<file path="config.mk">
export PLATFORM = sky130hd
export DESIGN_NAME = display_arbiter_flat
export DESIGN_NICKNAME = d
export VERILOG_FILES = /design/src/rtl/display_arbiter_if.sv /design/src/rtl/display_arbiter.sv /design/src/flat_wrapper.sv
export SDC_FILE = /design/constraint.sdc
export NUM_CORES = 1
export LEC_CHECK = 0
export ABC_AREA = 1
export BUFFER_PORTS_ARGS = -buffer_cell sky130_fd_sc_hd__buf_2
export CAP_MARGIN = 20
export CORE_ASPECT_RATIO = 0.6
export CORE_UTILIZATION = 53
export DETAILED_ROUTE_END_ITERATION = 8
export PLACE_DENSITY = 0.84
export SYNTH_ARGS = -nofsm -noshare
export SYNTH_HDL_FRONTEND = slang
export SYNTH_SLANG_ARGS = --single-unit
</file>
<file path="constraint.sdc">
create_clock -name Clock -period 3.2 [get_ports Clock]
set_input_delay 0.32 -clock Clock [delete_from_list [all_inputs] [get_ports Clock]]
set_output_delay 0.32 -clock Clock [all_outputs]
set_load 0.02 [all_outputs]
</file>
<file path="src/rtl/display_arbiter_if.sv">
// display_arbiter_if: requester-side and display-side signals of the shared 7-segment display arbiter.
interface display_arbiter_if;
  logic [3:0]   Request_i;
  logic [127:0] Data_i;
  logic [31:0]  DecimalPoints_i;
  logic [3:0]   Grant_o;
  logic [31:0]  Data_o;
  logic [7:0]   DecimalPoints_o;
  logic         Busy_o;
  modport master (output Request_i, Data_i, DecimalPoints_i, input Grant_o, Data_o, DecimalPoints_o, Busy_o);
  modport slave (input Request_i, Data_i, DecimalPoints_i, output Grant_o, Data_o, DecimalPoints_o, Busy_o);
endinterface

</file>
<file path="src/rtl/display_arbiter.sv">
// display_arbiter: round-robin sharing of one 8-digit 7-segment display between four sources with a minimum hold time.
// Define DISPLAY_ARBITER_PRIORITY_EN to let requester 0 pre-empt any other owner.
module display_arbiter #(
  parameter int unsigned CLOCK_HZ  = 10_000_000,
  parameter int unsigned HOLD_US   = 500_000,
  parameter logic [31:0] IDLE_DATA = 32'h0000_0000,
  parameter logic [7:0]  IDLE_DP   = 8'h00
) (
  input logic Clock,
  input logic Reset,
  display_arbiter_if.slave bus
);
  localparam int unsigned HOLD_RAW    = CLOCK_HZ / 1_000_000 * HOLD_US;
  localparam int unsigned HOLD_CYCLES = HOLD_RAW < 1 ? 1 : HOLD_RAW;
  localparam logic [31:0] HOLD_LOAD   = 32'(HOLD_CYCLES - 1);
  typedef enum logic [1:0] {IDLE, HOLD, LINGER} state_t;
  state_t      state;
  logic [3:0]  grant;
  logic [31:0] data, cnt;
  logic [7:0]  dp;
  logic        busy;
  logic [1:0]  last, win, idx, nwin;
  logic        hit, expired, owner_req, pending, urgent, regrant, to_linger, to_idle, load, blank;
  // last doubles as the owner index while in HOLD; searching last+4 puts it at lowest priority
  always_comb begin
    win = last;
    hit = 1'b0;
    idx = last;
    for (int k = 4; k >= 1; k--) begin
      idx = last + 2'(k);
      if (bus.Request_i[idx]) begin
        win = idx;
        hit = 1'b1;
      end
    end
  end
  always_comb begin
    expired   = cnt == '0;
    owner_req = bus.Request_i[last];
    pending   = |(bus.Request_i & ~grant);
`ifdef DISPLAY_ARBITER_PRIORITY_EN
    urgent    = bus.Request_i[0] && ((state == HOLD && last != 2'd0) || state == LINGER);
`else
    urgent    = 1'b0;
`endif
    regrant   = state == IDLE ? hit :
                state == HOLD ? (owner_req ? expired && pending : expired && hit) :
                state == LINGER ? expired && hit : 1'b0;
    to_linger = state == HOLD && !owner_req && !expired;
    to_idle   = (state == HOLD && !owner_req && expired && !hit) || (state == LINGER && expired && !hit);
    load      = state == HOLD && !to_linger && !to_idle;
    blank     = state == IDLE || to_idle;
    nwin      = urgent ? 2'd0 : win;
  end
  always_ff @(posedge Clock or negedge Reset) begin
    if (!Reset) begin
      state <= IDLE;
      grant <= '0;
      data  <= IDLE_DATA;
      dp    <= IDLE_DP;
      busy  <= 1'b0;
      last  <= 2'd3;
      cnt   <= '0;
    end else begin
      cnt <= expired ? cnt : cnt - 1'b1;
      if (load) begin
        data <= bus.Data_i[{last, 5'b0} +: 32];
        dp   <= bus.DecimalPoints_i[{last, 3'b0} +: 8];
      end else if (blank) begin
        data <= IDLE_DATA;
        dp   <= IDLE_DP;
      end
      if (urgent || regrant) begin
        state <= HOLD;
        grant <= 4'b0001 << nwin;
        last  <= nwin;
        cnt   <= HOLD_LOAD;
        busy  <= 1'b1;
      end else if (to_linger) begin
        state <= LINGER;
        grant <= '0;
      end else if (to_idle) begin
        state <= IDLE;
        grant <= '0;
        busy  <= 1'b0;
      end
    end
  end
  assign bus.Grant_o         = grant;
  assign bus.Data_o          = data;
  assign bus.DecimalPoints_o = dp;
  assign bus.Busy_o          = busy;
endmodule

</file>
<file path="src/flat_wrapper.sv">
// flat-port wrapper written by rule: the top's interface ports become plain ports
module display_arbiter_flat 
#(
  parameter int unsigned CLOCK_HZ  = 10_000_000,
  parameter int unsigned HOLD_US   = 500_000,
  parameter logic [31:0] IDLE_DATA = 32'h0000_0000,
  parameter logic [7:0]  IDLE_DP   = 8'h00
)
  (Clock, Reset, bus_Request_i, bus_Data_i, bus_DecimalPoints_i, bus_Grant_o, bus_Data_o, bus_DecimalPoints_o, bus_Busy_o);
  display_arbiter_if bus_i ();
  input logic Clock;
  input logic Reset;
  input wire logic [$bits(bus_i.Request_i)-1:0] bus_Request_i;
  input wire logic [$bits(bus_i.Data_i)-1:0] bus_Data_i;
  input wire logic [$bits(bus_i.DecimalPoints_i)-1:0] bus_DecimalPoints_i;
  output wire logic [$bits(bus_i.Grant_o)-1:0] bus_Grant_o;
  output wire logic [$bits(bus_i.Data_o)-1:0] bus_Data_o;
  output wire logic [$bits(bus_i.DecimalPoints_o)-1:0] bus_DecimalPoints_o;
  output wire logic [$bits(bus_i.Busy_o)-1:0] bus_Busy_o;
  assign bus_i.Request_i = bus_Request_i;
  assign bus_i.Data_i = bus_Data_i;
  assign bus_i.DecimalPoints_i = bus_DecimalPoints_i;
  assign bus_Grant_o = bus_i.Grant_o;
  assign bus_Data_o = bus_i.Data_o;
  assign bus_DecimalPoints_o = bus_i.DecimalPoints_o;
  assign bus_Busy_o = bus_i.Busy_o;
  display_arbiter #(.CLOCK_HZ(CLOCK_HZ), .HOLD_US(HOLD_US), .IDLE_DATA(IDLE_DATA), .IDLE_DP(IDLE_DP)) u_core (.Clock(Clock), .Reset(Reset), .bus(bus_i));
endmodule
</file>
==> flow_summary.ini <==
[final_layout]
drive_gt1_share_pct = 31.8
nNetsFinal = 1061
diodes = 0
mostFrequentLayoutCell = buf_2
syn_to_final_growth_pct = 26.6
design_area_um2 = 6660
layoutNonFillerInstCount = 1029
layout_common_cells = 209 x buf_2, 202 x nand2_1, 139 x nand3_1

[synth]
ys_seq_area_share_pct = 38.6
netlist_area_um2 = 5260
synth-edff-count = 0
synth_cell_types = 35
synthArstFlopShare_pct = 100
synth_nets = 872
netlist_instances = 705
ys_warn_count = 0
syn_area_per_cell_um2 = 7.46
dominantRegCellSynth = dfrtp_1
ys_seq_elements = 81

[power]
finalPower_mw = 5.60
power_frac_comb_pct = 53.2
power_frac_seq_pct = 27.0
pwr-share-clk_pct = 19.8
leakagePower_nw = 3.50
ir_drop_v = 0.000528
p_switching_mw = 2.67
p_sw_share_pct = 47.8
power.density_nw_per_um2 = 840
p_int_mw = 2.92

[global_routing]
grt_pass1_vias = 5302
track_usage_pct = 31.8
antenna_found_initial = 0
grt_max_degree = 82
grt_remaining_overflow = 0
grt_pass1_wl_um = 25500

[clock_network]
cts-resized-gates = 0
cts_root_buf = clkbuf_16
clk_latency_ns = 0.34
cts_made_buffers = 9
clkTransAtPathRegs_ns = 0.06
tritoncts = yes
cts.sinks = 81
cts_max_path_buffers = 2
cts_max_level = 3

[die]
die_w_um = 131
pin_count = 211
die_h_um = 79.2
fp-row-count = 27
initial_core_util_pct = 56.0
die_area_um2 = 10300
core_area_um2 = 9390

[hold_path]
whs_endpoint = u_core.bus.Data_o[7]
hp-class = in -> reg
hp-start = bus_Data_i[7]
holdPathStages = 5

[placed_design]
io_buffer_count = 210
place_area_um2 = 6300
dp_cells = 1011
dp_hpwl_um = 12200
place_congestion = 0.956

[sta]
setup_viol = 0
hold_viol = 0
rsz0062_at_grt = false
worst_pin_slew_ns = 0.807
fin_skew_ns = 0.00839
min_period_ns = 2.72
tns_ns = 0
max_slew_margin_pct = 46.1
timing.final.crit_share_pct = 85.0
max_freq_ghz = 0.368
slew_violations = 0

[setup_path]
r2r_cells = 8
critPathLaunchType = flip-flop
r2r_start = u_core.last[0]
regToRegSetupSlack_ns = 0.48
worstSetupPathType = reg -> reg
crit_path_end_kind = flip-flop
r2r-end = u_core.cnt[4]
required_ns = 3.40
cp_data_arrival_time_ns = 2.92
path_max_fanout = 50

[route]
postRouteAntennaNets = 0
wire_per_inst_um = 15.9
routed_wl_um = 16400
drc = 0
dr_total_vias = 5922
first_pass_iters = 5
via_per_inst = 5.76
drt_iter0_markers = 551

[status]
status = completed

[run]
maxCapViolCount = 0
## cells by family (layout without fill, tap and decap cells)
group / Yosys count / after routing / share of synthesized area, %
buffers and inverters: 74 / 268 / 7.04
and+or+nand+nor: 456 / 456 / 40.8
DFF: 81 / 81 / 38.6
adders and majority gates: 1 / 1 / 0.238
xor gates and xnor gates: 25 / 25 / 4.16
AOI/OAI and AO/OA: 68 / 68 / 9.21
## per-stage QoR
step,setup slack (ns),hold slack (ns),utilization [%]
2_1_floorplan,1.35,0.0244,-
3_3_place_gp,0.677,0.459,66.8
5_1_grt,0.346,0.315,70.9
3_5_place_dp,0.587,0.463,67.1
4_1_cts,0.579,0.197,70.5
6_report,0.480,0.307,70.9
## state kept, by name (all words and copies together), names as in the netlist
signal	flops
u_core.bus.Data_o	32
u_core.cnt	32
u_core.bus.DecimalPoints_o	8
u_core.bus.Grant_o	4
u_core.last	2
u_core.state	2
u_core.bus.Busy_o	1
## cell type report
cell class / count / area, um2
Multi-Input combinational cell: 550 / 2860
Fill cell: 792 / 2730
Sequential cell: 81 / 2030
Timing Repair Buffer: 218 / 1160
Clock buffer: 9 / 225
Tap cell: 130 / 163
Inverter: 34 / 131
Clock inverter: 7 / 95.1
## worst max-delay path, cell delays in order, from the launching register on
cell and delay [ns]:
dfstp_2 0.54, buf_4 0.48, o21ai_0 0.30, inv_1 0.15
nand3_1 0.11, nand2_1 0.33, nand2_8 0.22, inv_4 0.27
o21ai_0 0.16
## repair_timing
item,4_1_cts,5_1_grt
endpoints found under the hold margin,0,9
setup buffers,0,0
hold buffers,0,1
## cell usage after synthesis, types with 2 or more instances
master | number | area, um2
inv_1 | 31 | 116
buf_6 | 11 | 124
nor3_1 | 5 | 25.0
nor2_1 | 58 | 218
nand3_1 | 139 | 696
xnor2_1 | 9 | 78.8
a22oi_1 | 40 | 300
nor3_2 | 11 | 110
a21oi_1 | 4 | 20.0
xor2_1 | 16 | 140
nand2_4 | 4 | 45.0
o21ai_0 | 12 | 60.1
dfstp_2 | 2 | 52.6
nand3b_1 | 2 | 15.0
buf_2 | 2 | 10.0
dfrtp_1 | 79 | 1980
nand3_2 | 2 | 20.0
nand4_1 | 11 | 68.8
nor2_2 | 9 | 56.3
nor2_4 | 2 | 22.5
nand2_2 | 7 | 43.8
clkbuf_1 | 26 | 97.6
o21ai_2 | 9 | 78.8
nand2_1 | 202 | 758
nor2_8 | 2 | 40.0
## worst max-delay path by stage
stage	from	endpoint	slack (ns)	depth (start not counted)
after floorplan	u_core.cnt[0]	u_core.bus.Data_o[0]	1.35	12
after global placement	u_core.last[0]	u_core.bus.Data_o[0]	0.68	7
after detailed placement	u_core.last[0]	u_core.cnt[4]	0.59	8
after CTS	u_core.last[0]	u_core.cnt[4]	0.58	8
after global routing	u_core.last[0]	u_core.state[0]	0.35	8
final	u_core.last[0]	u_core.cnt[4]	0.48	8
## power by group through the flow
| stage | Sequential, mW | Clock, mW | Combinational, mW |
|---|---|---|---|
| 2_1_floorplan | 1.71 | 0 | 2.07 |
| 3_3_place_gp | 1.50 | 0 | 2.78 |
| 3_5_place_dp | 1.52 | 0 | 2.93 |
| 4_1_cts | 1.51 | 1.12 | 2.94 |
| 5_1_grt | 1.54 | 1.16 | 3.30 |
| 6_report | 1.51 | 1.11 | 2.98 |
## metal layers
metal  up-vias  routed length, um  GRT usage (%)
li1       2748                  -              -
met1      2795               6870           43.4
met2       339               7540           49.3
met3        40               1720           9.30
met4         0                278           8.51
met5         -                  0              0
Note: power is estimated with default switching activity, not from simulation.
